==> src/rtl/fp_align_sequencer_if.sv <==
// Operand/result handshake bundle for the FP exponent-alignment sequencer.
interface fp_align_sequencer_if #(
    parameter int unsigned EXP_W = 8,
    parameter int unsigned MAN_W = 24
);
    logic               flush;
    logic               in_valid;
    logic               in_ready;
    logic [EXP_W-1:0]   exp_a;
    logic [EXP_W-1:0]   exp_b;
    logic [MAN_W-1:0]   man_a;
    logic [MAN_W-1:0]   man_b;
    logic               out_valid;
    logic               out_ready;
    logic [EXP_W-1:0]   exp_out;
    logic [MAN_W-1:0]   man_big;
    logic [MAN_W+1:0]   man_small;
    logic               sticky;
    logic               swapped;
    logic               busy;

    modport master (
        output flush, in_valid, exp_a, exp_b, man_a, man_b, out_ready,
        input  in_ready, out_valid, exp_out, man_big, man_small, sticky, swapped, busy
    );

    modport slave (
        input  flush, in_valid, exp_a, exp_b, man_a, man_b, out_ready,
        output in_ready, out_valid, exp_out, man_big, man_small, sticky, swapped, busy
    );
endinterface

==> src/rtl/fp_align_sequencer.sv <==
// Multi-cycle exponent alignment: picks the larger exponent, then shifts the
// smaller mantissa right one bit per cycle while collecting guard/round/sticky.
module fp_align_sequencer #(
    parameter int unsigned EXP_W = 8,
    parameter int unsigned MAN_W = 24
) (
    input  logic                clk,
    input  logic                rst_n,
    fp_align_sequencer_if.slave bus
);
    localparam int unsigned SH_W  = MAN_W + 2;
    localparam int unsigned CNT_W = $clog2(SH_W + 1);

    typedef enum logic [1:0] {S_IDLE, S_DIFF, S_SHIFT, S_DONE} state_t;

    state_t             r_state;
    state_t             w_state_nxt;

    logic [EXP_W-1:0]   r_exp_a;
    logic [EXP_W-1:0]   r_exp_b;
    logic [MAN_W-1:0]   r_man_a;
    logic [MAN_W-1:0]   r_man_b;
    logic [CNT_W-1:0]   r_cnt;
    logic [EXP_W-1:0]   r_exp_out;
    logic [MAN_W-1:0]   r_man_big;
    logic [SH_W-1:0]    r_man_small;
    logic               r_sticky;
    logic               r_swapped;
    logic               r_in_ready;
    logic               r_out_valid;
    logic               r_busy;

    logic [EXP_W:0]     w_diff;
    logic               w_carry;
    logic [EXP_W-1:0]   w_d;
    logic [31:0]        w_d32;
    logic [CNT_W-1:0]   w_k;
    logic               w_accept;

    // Subtract via complement + carry-in; carry-out set means exp_a >= exp_b.
    assign w_diff   = {1'b0, r_exp_a} + {1'b0, ~r_exp_b} + (EXP_W+1)'(1);
    assign w_carry  = w_diff[EXP_W];
    assign w_d      = w_carry ? w_diff[EXP_W-1:0] : (~w_diff[EXP_W-1:0] + EXP_W'(1));
    assign w_d32    = 32'(w_d);
    assign w_k      = (w_d32 > 32'(SH_W)) ? CNT_W'(SH_W) : CNT_W'(w_d32);
    assign w_accept = (r_state == S_IDLE) && bus.in_valid && r_in_ready && !bus.flush;

    always_comb begin
        w_state_nxt = r_state;
        case (r_state)
            S_IDLE:  if (w_accept) w_state_nxt = S_DIFF;
            S_DIFF:  w_state_nxt = (w_k != '0) ? S_SHIFT : S_DONE;
            S_SHIFT: if (r_cnt == CNT_W'(1)) w_state_nxt = S_DONE;
            S_DONE:  if (bus.out_ready) w_state_nxt = S_IDLE;
            default: w_state_nxt = S_IDLE;
        endcase
        if (bus.flush) w_state_nxt = S_IDLE;
    end

    always_ff @(posedge clk or negedge rst_n) begin
        if (!rst_n) begin
            r_state     <= S_IDLE;
            r_in_ready  <= 1'b0;
            r_out_valid <= 1'b0;
            r_busy      <= 1'b0;
        end else begin
            r_state     <= w_state_nxt;
            r_in_ready  <= (w_state_nxt == S_IDLE);
            r_out_valid <= (w_state_nxt == S_DONE);
            r_busy      <= (w_state_nxt != S_IDLE);
        end
    end

    // Operand capture, swap decision and the serial shifter.
    always_ff @(posedge clk or negedge rst_n) begin
        if (!rst_n) begin
            r_exp_a     <= '0;
            r_exp_b     <= '0;
            r_man_a     <= '0;
            r_man_b     <= '0;
            r_cnt       <= '0;
            r_exp_out   <= '0;
            r_man_big   <= '0;
            r_man_small <= '0;
            r_sticky    <= 1'b0;
            r_swapped   <= 1'b0;
        end else if (!bus.flush) begin
            if (w_accept) begin
                r_exp_a <= bus.exp_a;
                r_exp_b <= bus.exp_b;
                r_man_a <= bus.man_a;
                r_man_b <= bus.man_b;
            end
            if (r_state == S_DIFF) begin
                r_swapped   <= !w_carry;
                r_exp_out   <= w_carry ? r_exp_a : r_exp_b;
                r_man_big   <= w_carry ? r_man_a : r_man_b;
                r_man_small <= w_carry ? {r_man_b, 2'b00} : {r_man_a, 2'b00};
                r_sticky    <= 1'b0;
                r_cnt       <= w_k;
            end
            if (r_state == S_SHIFT) begin
                r_sticky    <= r_sticky | r_man_small[0];
                r_man_small <= r_man_small >> 1;
                r_cnt       <= r_cnt - CNT_W'(1);
            end
        end
    end

    assign bus.in_ready  = r_in_ready;
    assign bus.out_valid = r_out_valid;
    assign bus.busy      = r_busy;
    assign bus.exp_out   = r_exp_out;
    assign bus.man_big   = r_man_big;
    assign bus.man_small = r_man_small;
    assign bus.sticky    = r_sticky;
    assign bus.swapped   = r_swapped;
endmodule

==> src/flat_wrapper.sv <==
// flat-port wrapper written by rule: the top's interface ports become plain ports
module fp_align_sequencer_flat 
#(
    parameter int unsigned EXP_W = 8,
    parameter int unsigned MAN_W = 24
)
  (clk, rst_n, bus_flush, bus_in_valid, bus_exp_a, bus_exp_b, bus_man_a, bus_man_b, bus_out_ready, bus_in_ready, bus_out_valid, bus_exp_out, bus_man_big, bus_man_small, bus_sticky, bus_swapped, bus_busy);
  fp_align_sequencer_if #(.EXP_W(EXP_W), .MAN_W(MAN_W)) bus_i ();
  input  logic clk;
  input  logic rst_n;
  input wire logic [$bits(bus_i.flush)-1:0] bus_flush;
  input wire logic [$bits(bus_i.in_valid)-1:0] bus_in_valid;
  input wire logic [$bits(bus_i.exp_a)-1:0] bus_exp_a;
  input wire logic [$bits(bus_i.exp_b)-1:0] bus_exp_b;
  input wire logic [$bits(bus_i.man_a)-1:0] bus_man_a;
  input wire logic [$bits(bus_i.man_b)-1:0] bus_man_b;
  input wire logic [$bits(bus_i.out_ready)-1:0] bus_out_ready;
  output wire logic [$bits(bus_i.in_ready)-1:0] bus_in_ready;
  output wire logic [$bits(bus_i.out_valid)-1:0] bus_out_valid;
  output wire logic [$bits(bus_i.exp_out)-1:0] bus_exp_out;
  output wire logic [$bits(bus_i.man_big)-1:0] bus_man_big;
  output wire logic [$bits(bus_i.man_small)-1:0] bus_man_small;
  output wire logic [$bits(bus_i.sticky)-1:0] bus_sticky;
  output wire logic [$bits(bus_i.swapped)-1:0] bus_swapped;
  output wire logic [$bits(bus_i.busy)-1:0] bus_busy;
  assign bus_i.flush = bus_flush;
  assign bus_i.in_valid = bus_in_valid;
  assign bus_i.exp_a = bus_exp_a;
  assign bus_i.exp_b = bus_exp_b;
  assign bus_i.man_a = bus_man_a;
  assign bus_i.man_b = bus_man_b;
  assign bus_i.out_ready = bus_out_ready;
  assign bus_in_ready = bus_i.in_ready;
  assign bus_out_valid = bus_i.out_valid;
  assign bus_exp_out = bus_i.exp_out;
  assign bus_man_big = bus_i.man_big;
  assign bus_man_small = bus_i.man_small;
  assign bus_sticky = bus_i.sticky;
  assign bus_swapped = bus_i.swapped;
  assign bus_busy = bus_i.busy;
  fp_align_sequencer #(.EXP_W(EXP_W), .MAN_W(MAN_W)) u_core (.clk(clk), .rst_n(rst_n), .bus(bus_i));
endmodule
==> config.mk <==
export PLATFORM = sky130hd
export DESIGN_NAME = fp_align_sequencer_flat
export DESIGN_NICKNAME = d
export VERILOG_FILES = /design/src/rtl/fp_align_sequencer_if.sv /design/src/rtl/fp_align_sequencer.sv /design/src/flat_wrapper.sv
export SDC_FILE = /design/constraint.sdc
export NUM_CORES = 1
export LEC_CHECK = 0
export BUFFER_PORTS_ARGS = -buffer_cell sky130_fd_sc_hd__buf_2
export CAP_MARGIN = 0
export CORE_ASPECT_RATIO = 0.9
export CORE_MARGIN = 2
export CORE_UTILIZATION = 25
export CTS_CLUSTER_DIAMETER = 100
export CTS_CLUSTER_SIZE = 10
export DETAILED_ROUTE_END_ITERATION = 8
export PLACE_DENSITY = 0.48
export SLEW_MARGIN = 20
export SYNTH_ARGS = -nofsm -noshare
export SYNTH_HDL_FRONTEND = slang
export SYNTH_SLANG_ARGS = --single-unit
==> constraint.sdc <==
create_clock -name clk -period 3.6 [get_ports clk]
set_input_delay 0.72 -clock clk [delete_from_list [all_inputs] [get_ports clk]]
set_output_delay 0.72 -clock clk [all_outputs]
set_load 0.005 [all_outputs]
==> results of run 1 <==
-- worst max path at each step --
stage | from | end | slack (ns)
after global placement | u_core.r_exp_a[0]$_DFFE_PN0P_ | u_core.r_cnt[4]$_DFFE_PN0P_ | 0.76
after CTS | u_core.r_exp_a[0]$_DFFE_PN0P_ | u_core.r_cnt[4]$_DFFE_PN0P_ | 0.68
after floorplan | u_core.r_exp_b[0]$_DFFE_PN0P_ | u_core.r_cnt[4]$_DFFE_PN0P_ | 0.94
final | u_core.r_exp_a[0]$_DFFE_PN0P_ | u_core.r_cnt[4]$_DFFE_PN0P_ | 0.70
after global routing | u_core.r_exp_b[0]$_DFFE_PN0P_ | u_core.bus.man_small[5]$_DFFE_PN0P_ | 0.43
after detailed placement | u_core.r_exp_a[0]$_DFFE_PN0P_ | u_core.r_cnt[3]$_DFFE_PN0P_ | 0.70
-- cell families (layout without fill, tap and decap cells) --
family                   Yosys count  after routing  synth area share
AND/OR/NAND/NOR                  356            356             0.217
adder cells (fa/ha/maj)           15             15            0.0295
flip-flops                       134            134             0.506
multiplexers                      25             25            0.0378
AO/OA/AOI/OAI                    176            176             0.151
buffers and inverters             68            187            0.0459
XOR/XNOR                           9              9            0.0119
-- flip-flops by register name (all words and copies together), names as in the netlist --
signal and flops:
u_core.bus.swapped 1, u_core.r_exp_b 8, u_core.bus.busy 1, u_core.bus.man_small 26
u_core.bus.in_ready 1, u_core.r_state 2, u_core.r_man_b 24, u_core.r_cnt 5
u_core.r_man_a 24, u_core.bus.exp_out 8, u_core.bus.man_big 24, u_core.bus.out_valid 1
u_core.bus.sticky 1, u_core.r_exp_a 8
-- per-stage QoR --
step | hold WS, ns | cell area (um^2) | setup slack (ns) | utilization | std cells
2_1_floorplan | 0.424 | 6620 | 0.943 | - | 783
3_3_place_gp | 0.459 | 7600 | 0.760 | 0.291 | 1224
3_5_place_dp | 0.467 | 7600 | 0.695 | 0.291 | 1224
4_1_cts | 0.408 | 8110 | 0.678 | 0.311 | 1250
5_1_grt | 0.433 | 8110 | 0.429 | 0.311 | 1250
6_report | 0.371 | 8110 | 0.696 | 0.311 | 1250
-- cell type report --
type | instances | area (um^2) | share of cell area
Timing Repair Buffer | 140 | 754 | 0.0930
Sequential cell | 134 | 3350 | 0.413
Clock inverter | 5 | 55.1 | 0.00679
Inverter | 21 | 78.8 | 0.00972
Clock buffer | 21 | 460 | 0.0568
Tap cell | 348 | 435 | 0.0537
Multi-Input combinational cell | 581 | 2980 | 0.367
-- placed cells by master, fill, tap and decap left out, types with 2 or more instances in the layout --
cell type / instances
sky130_fd_sc_hd__or2b_1: 2
sky130_fd_sc_hd__nand3_1: 6
sky130_fd_sc_hd__nor2b_1: 2
sky130_fd_sc_hd__nand2b_1: 4
sky130_fd_sc_hd__a311oi_1: 2
sky130_fd_sc_hd__dfrtp_1: 134
sky130_fd_sc_hd__ha_1: 13
sky130_fd_sc_hd__xnor2_1: 7
sky130_fd_sc_hd__clkinvlp_4: 2
sky130_fd_sc_hd__a21oi_1: 66
sky130_fd_sc_hd__o22ai_1: 5
sky130_fd_sc_hd__clkbuf_8: 2
sky130_fd_sc_hd__mux2i_1: 25
sky130_fd_sc_hd__nor4_1: 4
sky130_fd_sc_hd__nand2_1: 296
sky130_fd_sc_hd__o31ai_1: 2
sky130_fd_sc_hd__a31o_1: 2
sky130_fd_sc_hd__inv_1: 21
sky130_fd_sc_hd__nand4_1: 2
sky130_fd_sc_hd__clkbuf_16: 17
sky130_fd_sc_hd__o21ai_0: 73
sky130_fd_sc_hd__nand2b_2: 3
sky130_fd_sc_hd__nor3_1: 6
sky130_fd_sc_hd__clkinv_2: 2
sky130_fd_sc_hd__a211o_1: 2
sky130_fd_sc_hd__o21ai_1: 5
sky130_fd_sc_hd__xor2_1: 2
sky130_fd_sc_hd__nor2_1: 21
sky130_fd_sc_hd__buf_4: 7
sky130_fd_sc_hd__a31oi_1: 2
sky130_fd_sc_hd__buf_2: 130
sky130_fd_sc_hd__buf_12: 2
sky130_fd_sc_hd__clkbuf_1: 2
-- worst max-delay path: cells and delay by family (launching register included) --
kind | cells | cell delay, ns
compound gates | 5 | 1.19
simple gates | 1 | 0.36
buf+inv | 2 | 0.14
xor+xnor | 1 | 0.13
flops | 1 | 0.36
fa+ha+maj | 2 | 0.59
-- metal layers --
metal  vias to the layer above  share of wire
li1                       2818              -
met1                      2573           0.52
met2                       119           0.43
met3                         5          0.043
met4                         0         0.0056
met5                         -              0
-- power by group --
group	switching, uW	leakage, uW	internal (uW)
clock network	636	0.000248	960
registers	390	0.00169	2020
logic	1630	0.00208	1130
==> summary.json, run 1 <==
{
  "worst_setup_path": {
    "setup.worst_path.class": "reg -> reg",
    "critical-path-slowest-cell": "sky130_fd_sc_hd__fa_1",
    "worst_path_largest_cell_delay_ns": 0.43,
    "worst_flop_to_flop_path_startpoint": "u_core.r_exp_a[0]$_DFFE_PN0P_",
    "r2r_setup_slack_ns": 0.70,
    "worst_ep_arrival_time_ns": 3.19,
    "setup.worst_path.end_class": "register",
    "worst_reg_to_reg_cells": 11,
    "critical_path_peak_fanout": 44,
    "worst_setup_start_kind": "register",
    "critical_path_required_ns": 3.89,
    "worstPathCellList": "inv_1, ha_1, inv_1, fa_1, a211oi_2, o21ai_1, and2_4, a21o_1, xnor2_1, o21ai_1, a221o_1",
    "r2r_end": "u_core.r_cnt[4]$_DFFE_PN0P_"
  },
  "drt": {
    "drt-pass1-iter-count": 5,
    "drt-wirelength-per-cell_um": 15.0,
    "initialDrtViolationCount": 360,
    "total_wire_length_after_detailed_routing_mm": 18.7,
    "drtAntennaViolNets": 0,
    "vias": 5515,
    "post-route-drc-count": 0,
    "post_drt_via_cell_ratio": 4.41
  },
  "logic_synthesis": {
    "synth.avg_cell_area_um2": 8.46,
    "post_synth_inst_count": 783,
    "synth_area_leader_cell": "sky130_fd_sc_hd__dfrtp_1",
    "netlist_top_cells_area": "sky130_fd_sc_hd__dfrtp_1 (51%), sky130_fd_sc_hd__nand2_1 (17%), sky130_fd_sc_hd__o21ai_0 (5.5%)",
    "syn_area_mm2": 0.00662,
    "synthesis.nets": 867,
    "synthesis.yosys.warnings": 0,
    "synth.cells.most_frequent": "sky130_fd_sc_hd__nand2_1 (296), sky130_fd_sc_hd__dfrtp_1 (134), sky130_fd_sc_hd__o21ai_0 (73), sky130_fd_sc_hd__a21oi_1 (66), sky130_fd_sc_hd__clkbuf_1 (30)",
    "synth_enable_flop_cells": 0,
    "yosysMostFrequentCell": "sky130_fd_sc_hd__nand2_1",
    "synthDistinctLibCells": 58,
    "postSynthRegisterBits": 134,
    "synth_largest_type_area_fraction": 0.506,
    "synth.yosys.seq_area_share": 0.506,
    "async_flop_share": 1.00,
    "flip_flop_cell_with_the_highest_count_after_synthesis": "sky130_fd_sc_hd__dfrtp_1"
  },
  "timing": {
    "relSlewSlack": 0.421,
    "highest_clock_frequency_the_design_can_meet_mhz": 344,
    "period_utilisation_layout": 0.807,
    "final_period_minus_worst_setup_slack_ns": 2.90,
    "grt_setup_unrepaired": "no",
    "final_max_slew_viol_count": 0,
    "worst_slew_pin_slew_ns": 0.868,
    "timing.clock.skew_ns": 0.00900,
    "setup_viol_count_final": 0,
    "setup_total_negative_slack_ns": 0,
    "number_of_endpoints_with_negative_hold_slack_in_the_final_report": 0
  },
  "clock_tree": {
    "tritoncts_num_sinks": 134,
    "cts_buffer_count": 17,
    "ctsHtreeMaxLevel": 4,
    "cts_tree": "yes",
    "path_clk_slew_ns": 0.06,
    "post_cts_setup_bufs": 0,
    "cts_max_path_buffers": 2,
    "cts-resized-gates": 0,
    "cts_hold_buffers": 0,
    "cts-root-buf": "sky130_fd_sc_hd__clkbuf_16",
    "clkLatencyLatePin_ns": 0.42
  },
  "global_route": {
    "groute.layer.met2.usage": 0.204,
    "gr-total-overflow": 0,
    "grt_start_max_net_pins": 87,
    "met3_usage": 0.0339,
    "gr-usage-met1": 0.207,
    "grt_pass1_vias": 5481,
    "grt_first_pass_wirelength_mm": 30.2,
    "number_of_antenna_violations_at_the_first_check_in_global_routing": 0,
    "grt_util_all_layers": 0.140,
    "globalRoute.busiestLayer": "met1"
  },
  "floorplanning": {
    "rows": 56,
    "initial_core_util": 0.254,
    "die_y_um": 158,
    "dieArea_mm2": 0.0278,
    "placeableCoreArea_mm2": 0.0261,
    "die_w_um": 176,
    "design.portCount": 132
  },
  "pwr": {
    "power_leakage_uw": 0.00402,
    "power_uw": 6770,
    "pwr_density_cell_mw_per_mm2": 834,
    "vdd_drop_max_mv": 0.281
  },
  "outcome": {
    "result_of_the_run": "finished clean"
  },
  "final_layout": {
    "fraction_of_layout_cells_with_a_size_suffix_above_1": 0.197,
    "antennaDiodeCount": 0,
    "syn_to_final_growth_pct": 22.5,
    "finalNetCount": 979,
    "layout.filler_cells": 2832
  },
  "place": {
    "gp_congestion": 0.779,
    "dp_hpwl_mm": 13.1,
    "io_buffer_count": 131
  },
  "worst_hold_path": {
    "worst_min_path_class": "in -> async"
  },
  "run": {
    "maxCapViolCount": 0
  }
}
No activity file was read; power rests on OpenSTA's default activity.
==> run 2, diff against run 1 <==
Settings changed: PLACE_DENSITY 0.48 to 0.49.
Clock period 3.6 ns to 2.41 ns, I/O delays scaled along.
==> run 2 against run 1 <==
Effect of this change: clock power rose by 64%; the flow now finishes with violations (setup timing); largest power group unchanged; combinational power rose by 140%; register-to-register slack got worse by 0.95 ns; sequential power rose by 53%; hold slack got worse by 0.35 ns.
==> summary.json, run 2 (synthesis gave the netlist of run 1 again) <==
{
  "timing": {
    "setup_viol_count_final": {"value": 52, "change": "+52"},
    "final_period_minus_worst_setup_slack": {"value": 2.67, "unit": "ns", "change": "-0.239 ns"},
    "relSlewSlack": {"value": 0.542, "change": "+0.120"},
    "worst_slew_pin_slew": {"value": 0.688, "unit": "ns", "change": "-0.180 ns"},
    "timing.clock.skew": {"value": 0.0141, "unit": "ns", "change": "+0.00509 ns"},
    "highest_clock_frequency_the_design_can_meet": {"value": 375, "unit": "MHz", "change": "+9.0%"},
    "grt_setup_unrepaired": "yes",
    "final_max_slew_viol_count": {"value": 0, "change": "unchanged"},
    "number_of_endpoints_with_negative_hold_slack_in_the_final_report": {"value": 0, "change": "unchanged"},
    "post-route-worst-setup-slack": {"value": -0.255, "unit": "ns", "change": "-0.951 ns"},
    "period_utilisation_layout": {"value": 1.11, "change": "+0.299"}
  },
  "final_layout": {
    "fin_area": {"value": 0.00951, "unit": "mm^2", "change": "+17%"},
    "fraction_of_layout_cells_with_a_size_suffix_above_1": {"value": 0.362, "change": "+0.164"},
    "largest_register_ff_count": {"value": 26, "change": "unchanged"},
    "finalNetCount": {"value": 1047, "change": "+6.9%"},
    "antennaDiodeCount": {"value": 0, "change": "unchanged"},
    "multi_input_comb_area": {"value": 0.00352, "unit": "mm^2", "change": "+18%"},
    "layout.area.seq": {"value": 0.00335, "unit": "mm^2", "change": "unchanged"},
    "syn_to_final_growth_pct": 43.6,
    "finalCoreUtilization": {"value": 0.365, "change": "+0.0535"},
    "layout.filler_cells": {"value": 2759, "change": "-2.6%"},
    "layoutNonFillerInstCount": {"value": 1324, "change": "+5.9%"},
    "final_common_cell": "sky130_fd_sc_hd__nand2_1",
    "final_cell_mix": "sky130_fd_sc_hd__nand2_1 (260), sky130_fd_sc_hd__dfrtp_1 (134), sky130_fd_sc_hd__buf_2 (130), sky130_fd_sc_hd__o21ai_1 (56), sky130_fd_sc_hd__buf_4 (50)"
  },
  "place": {
    "io_buffer_count": {"value": 131, "change": "unchanged"},
    "place_worst_setup_slack": {"value": -0.373, "unit": "ns", "change": "-1.07 ns"},
    "dpl_cell_area": {"value": 0.00799, "unit": "mm^2", "change": "+5.2%"},
    "place_inst": {"value": 1270, "change": "+3.8%"},
    "gp_congestion": {"value": 0.810, "change": "+4.1%"},
    "dp_hpwl": {"value": 13.7, "unit": "mm", "change": "+4.3%"}
  },
  "worst_setup_path": {
    "worst_setup_start_kind": "register",
    "setup.worst_path.class": "reg -> reg",
    "critical_path_start": "u_core.r_exp_b[0]$_DFFE_PN0P_",
    "worst-path-buf-inv": {"value": 2, "change": "unchanged"},
    "worst_ep_arrival_time": {"value": 3.00, "unit": "ns", "change": "-0.19 ns"},
    "critical-path-slowest-cell": "sky130_fd_sc_hd__fa_2",
    "worst_flop_to_flop_path_startpoint": "u_core.r_exp_b[0]$_DFFE_PN0P_",
    "setup.worst_path.end_class": "register",
    "critical_path.top_delay_family": "compound AO/OA/AOI/OAI gates",
    "worstPathCellList": "ha_4, inv_2, fa_2, or2b_1, nor2_2, buf_4, a21boi_4, a21boi_1, o2111a_1, o21a_2, a221oi_2",
    "critical_path_peak_fanout": {"value": 4, "change": "-91%"},
    "critical_path_required": {"value": 2.74, "unit": "ns", "change": "-1.15 ns"},
    "worst_path_largest_cell_delay": {"value": 0.42, "unit": "ns", "change": "about the same"}
  },
  "global_route": {
    "grt_first_pass_wirelength": {"value": 31.9, "unit": "mm", "change": "+5.5%"},
    "grt_util_all_layers": {"value": 0.149, "change": "+0.00962"},
    "number_of_antenna_violations_at_the_first_check_in_global_routing": {"value": 1, "change": "+1"},
    "gr-total-overflow": {"value": 0, "change": "unchanged"},
    "grt_pass1_vias": {"value": 5715, "change": "+4.3%"},
    "grt_start_max_net_pins": {"value": 57, "change": "-34%"}
  },
  "clock_tree": {
    "tritoncts_num_sinks": {"value": 134, "change": "unchanged"},
    "path_clk_slew": {"value": 0.06, "unit": "ns", "change": "about the same"},
    "ctsHtreeMaxLevel": {"value": 4, "change": "unchanged"},
    "cts_tree": "yes",
    "cts_hold_buffers": {"value": 0, "change": "unchanged"},
    "cts-root-buf": "sky130_fd_sc_hd__clkbuf_16",
    "cts_buffer_count": {"value": 17, "change": "unchanged"},
    "cts_max_path_buffers": {"value": 2, "change": "unchanged"},
    "clkLatencyLatePin": {"value": 0.43, "unit": "ns", "change": "about the same"}
  },
  "drt": {
    "post-route-drc-count": {"value": 0, "change": "unchanged"},
    "drt-wirelength-per-cell": {"value": 15.6, "unit": "um", "change": "+4.0%"},
    "initialDrtViolationCount": {"value": 355, "change": "-1.4%"},
    "post_drt_via_cell_ratio": {"value": 4.49, "change": "+1.7%"},
    "drtAntennaViolNets": {"value": 0, "change": "unchanged"},
    "vias": {"value": 5940, "change": "+7.7%"},
    "drt-pass1-iter-count": {"value": 4, "change": "-1"},
    "total_wire_length_after_detailed_routing": {"value": 20.6, "unit": "mm", "change": "+10%"}
  },
  "worst_hold_path": {
    "worst_min_path_class": "in -> async"
  },
  "pwr": {
    "power": {"value": 13000, "unit": "uW", "change": "+92%"},
    "pwr_density_cell": {"value": 1370, "unit": "mW/mm^2", "change": "+64%"},
    "vdd_drop_max": {"value": 0.504, "unit": "mV", "change": "+80%"},
    "power_leakage": {"value": 0.00470, "unit": "uW", "change": "+17%"}
  },
  "floorplanning": {
    "die_w": {"value": 176, "unit": "um", "change": "unchanged"},
    "dieArea": {"value": 0.0278, "unit": "mm^2", "change": "unchanged"},
    "die_y": {"value": 158, "unit": "um", "change": "unchanged"},
    "rows": {"value": 56, "change": "unchanged"},
    "design.portCount": {"value": 132, "change": "unchanged"},
    "placeableCoreArea": {"value": 0.0261, "unit": "mm^2", "change": "unchanged"},
    "initial_core_util": {"value": 0.254, "change": "unchanged"}
  },
  "outcome": {
    "violations": "setup timing",
    "result_of_the_run": "finished, violations left"
  },
  "run": {
    "maxCapViolCount": {"value": 0, "change": "unchanged"}
  }
}
## run 2: changes by cell type in the layout (fill, tap and decap cells not counted), moves of 9 or more
| cell | previous run | this run |
|---|---|---|
| sky130_fd_sc_hd__a21oi_1 | 66 | 29 |
| sky130_fd_sc_hd__nand2_1 | 296 | 260 |
| sky130_fd_sc_hd__o21ai_1 | 5 | 56 |
| sky130_fd_sc_hd__o21ai_0 | 73 | 18 |
| sky130_fd_sc_hd__nand2_4 | 0 | 26 |
| sky130_fd_sc_hd__nand2_2 | 0 | 9 |
| sky130_fd_sc_hd__buf_12 | 2 | 15 |
| sky130_fd_sc_hd__a21oi_2 | 0 | 34 |
| sky130_fd_sc_hd__mux2i_1 | 25 | 16 |
| sky130_fd_sc_hd__buf_4 | 7 | 50 |
## run 2: repair_timing
item,4_1_cts,5_1_grt
cloned,4,4
setup buffers,11,8
pin swaps,26,57
setup endpoints to repair,52,62
gates resized for setup,96,127
## run 2: power by group
part,total (uW),switching (uW),internal (uW)
Combinational,6690,3350,3340
Sequential,3710,693,3020
Clock,2620,1090,1530
## run 2: area by class of cell
cell class,instances,area share
clock inverter,14,0.0161
multi-input combinational,581,0.371
tap,348,0.0458
timing repair buffer,208,0.161
sequential,134,0.353
clock buffer,18,0.0451
inverter,21,0.00829
## run 2: worst paths after layout
| check | slack [ns] | to | depth (start not counted) |
|---|---|---|---|
| worst max-delay path | -0.26 | u_core.r_cnt[3]$_DFFE_PN0P_ | 11 |
| worst min-delay path | 0.02 | u_core.bus.man_big[16]$_DFFE_PN0P_ | 1 |
| worst max register to register | -0.26 | u_core.r_cnt[3]$_DFFE_PN0P_ | 11 |
| worst min register to register | 0.48 | u_core.bus.man_big[17]$_DFFE_PN0P_ | 2 |
| max in group asynchronous | 1.72 | u_core.r_cnt[2]$_DFFE_PN0P_ | 2 |
| min in group clk | 0.24 | u_core.r_man_b[2]$_DFFE_PN0P_ | 3 |
## run 2: routing by layer
metal  up-vias  track usage  share of wire
met5         -            0        0.00078
met3        28       0.0318          0.037
li1       2977            -              -
met2       114        0.209           0.42
met1      2819        0.219           0.52
met4         2       0.0649          0.024
## run 2: worst register-to-register path, cell delays in order (launching register included)
cell	delay, ns
sky130_fd_sc_hd__dfrtp_1	0.40
sky130_fd_sc_hd__ha_4	0.17
sky130_fd_sc_hd__inv_2	0.04
sky130_fd_sc_hd__fa_2	0.42
sky130_fd_sc_hd__or2b_1	0.25
sky130_fd_sc_hd__nor2_2	0.15
sky130_fd_sc_hd__buf_4	0.14
sky130_fd_sc_hd__a21boi_4	0.17
sky130_fd_sc_hd__a21boi_1	0.07
sky130_fd_sc_hd__o2111a_1	0.28
sky130_fd_sc_hd__o21a_2	0.24
sky130_fd_sc_hd__a221oi_2	0.23
## run 2: per-stage QoR
stage	setup TNS, ns	hold slack, ns
3_5_place_dp	-5.27	0.464
5_1_grt	-12.19	0.0586
3_3_place_gp	-3.16	0.461
2_1_floorplan	-0.917	0.186
6_report	-6.08	0.0239
4_1_cts	-4.56	0.0401
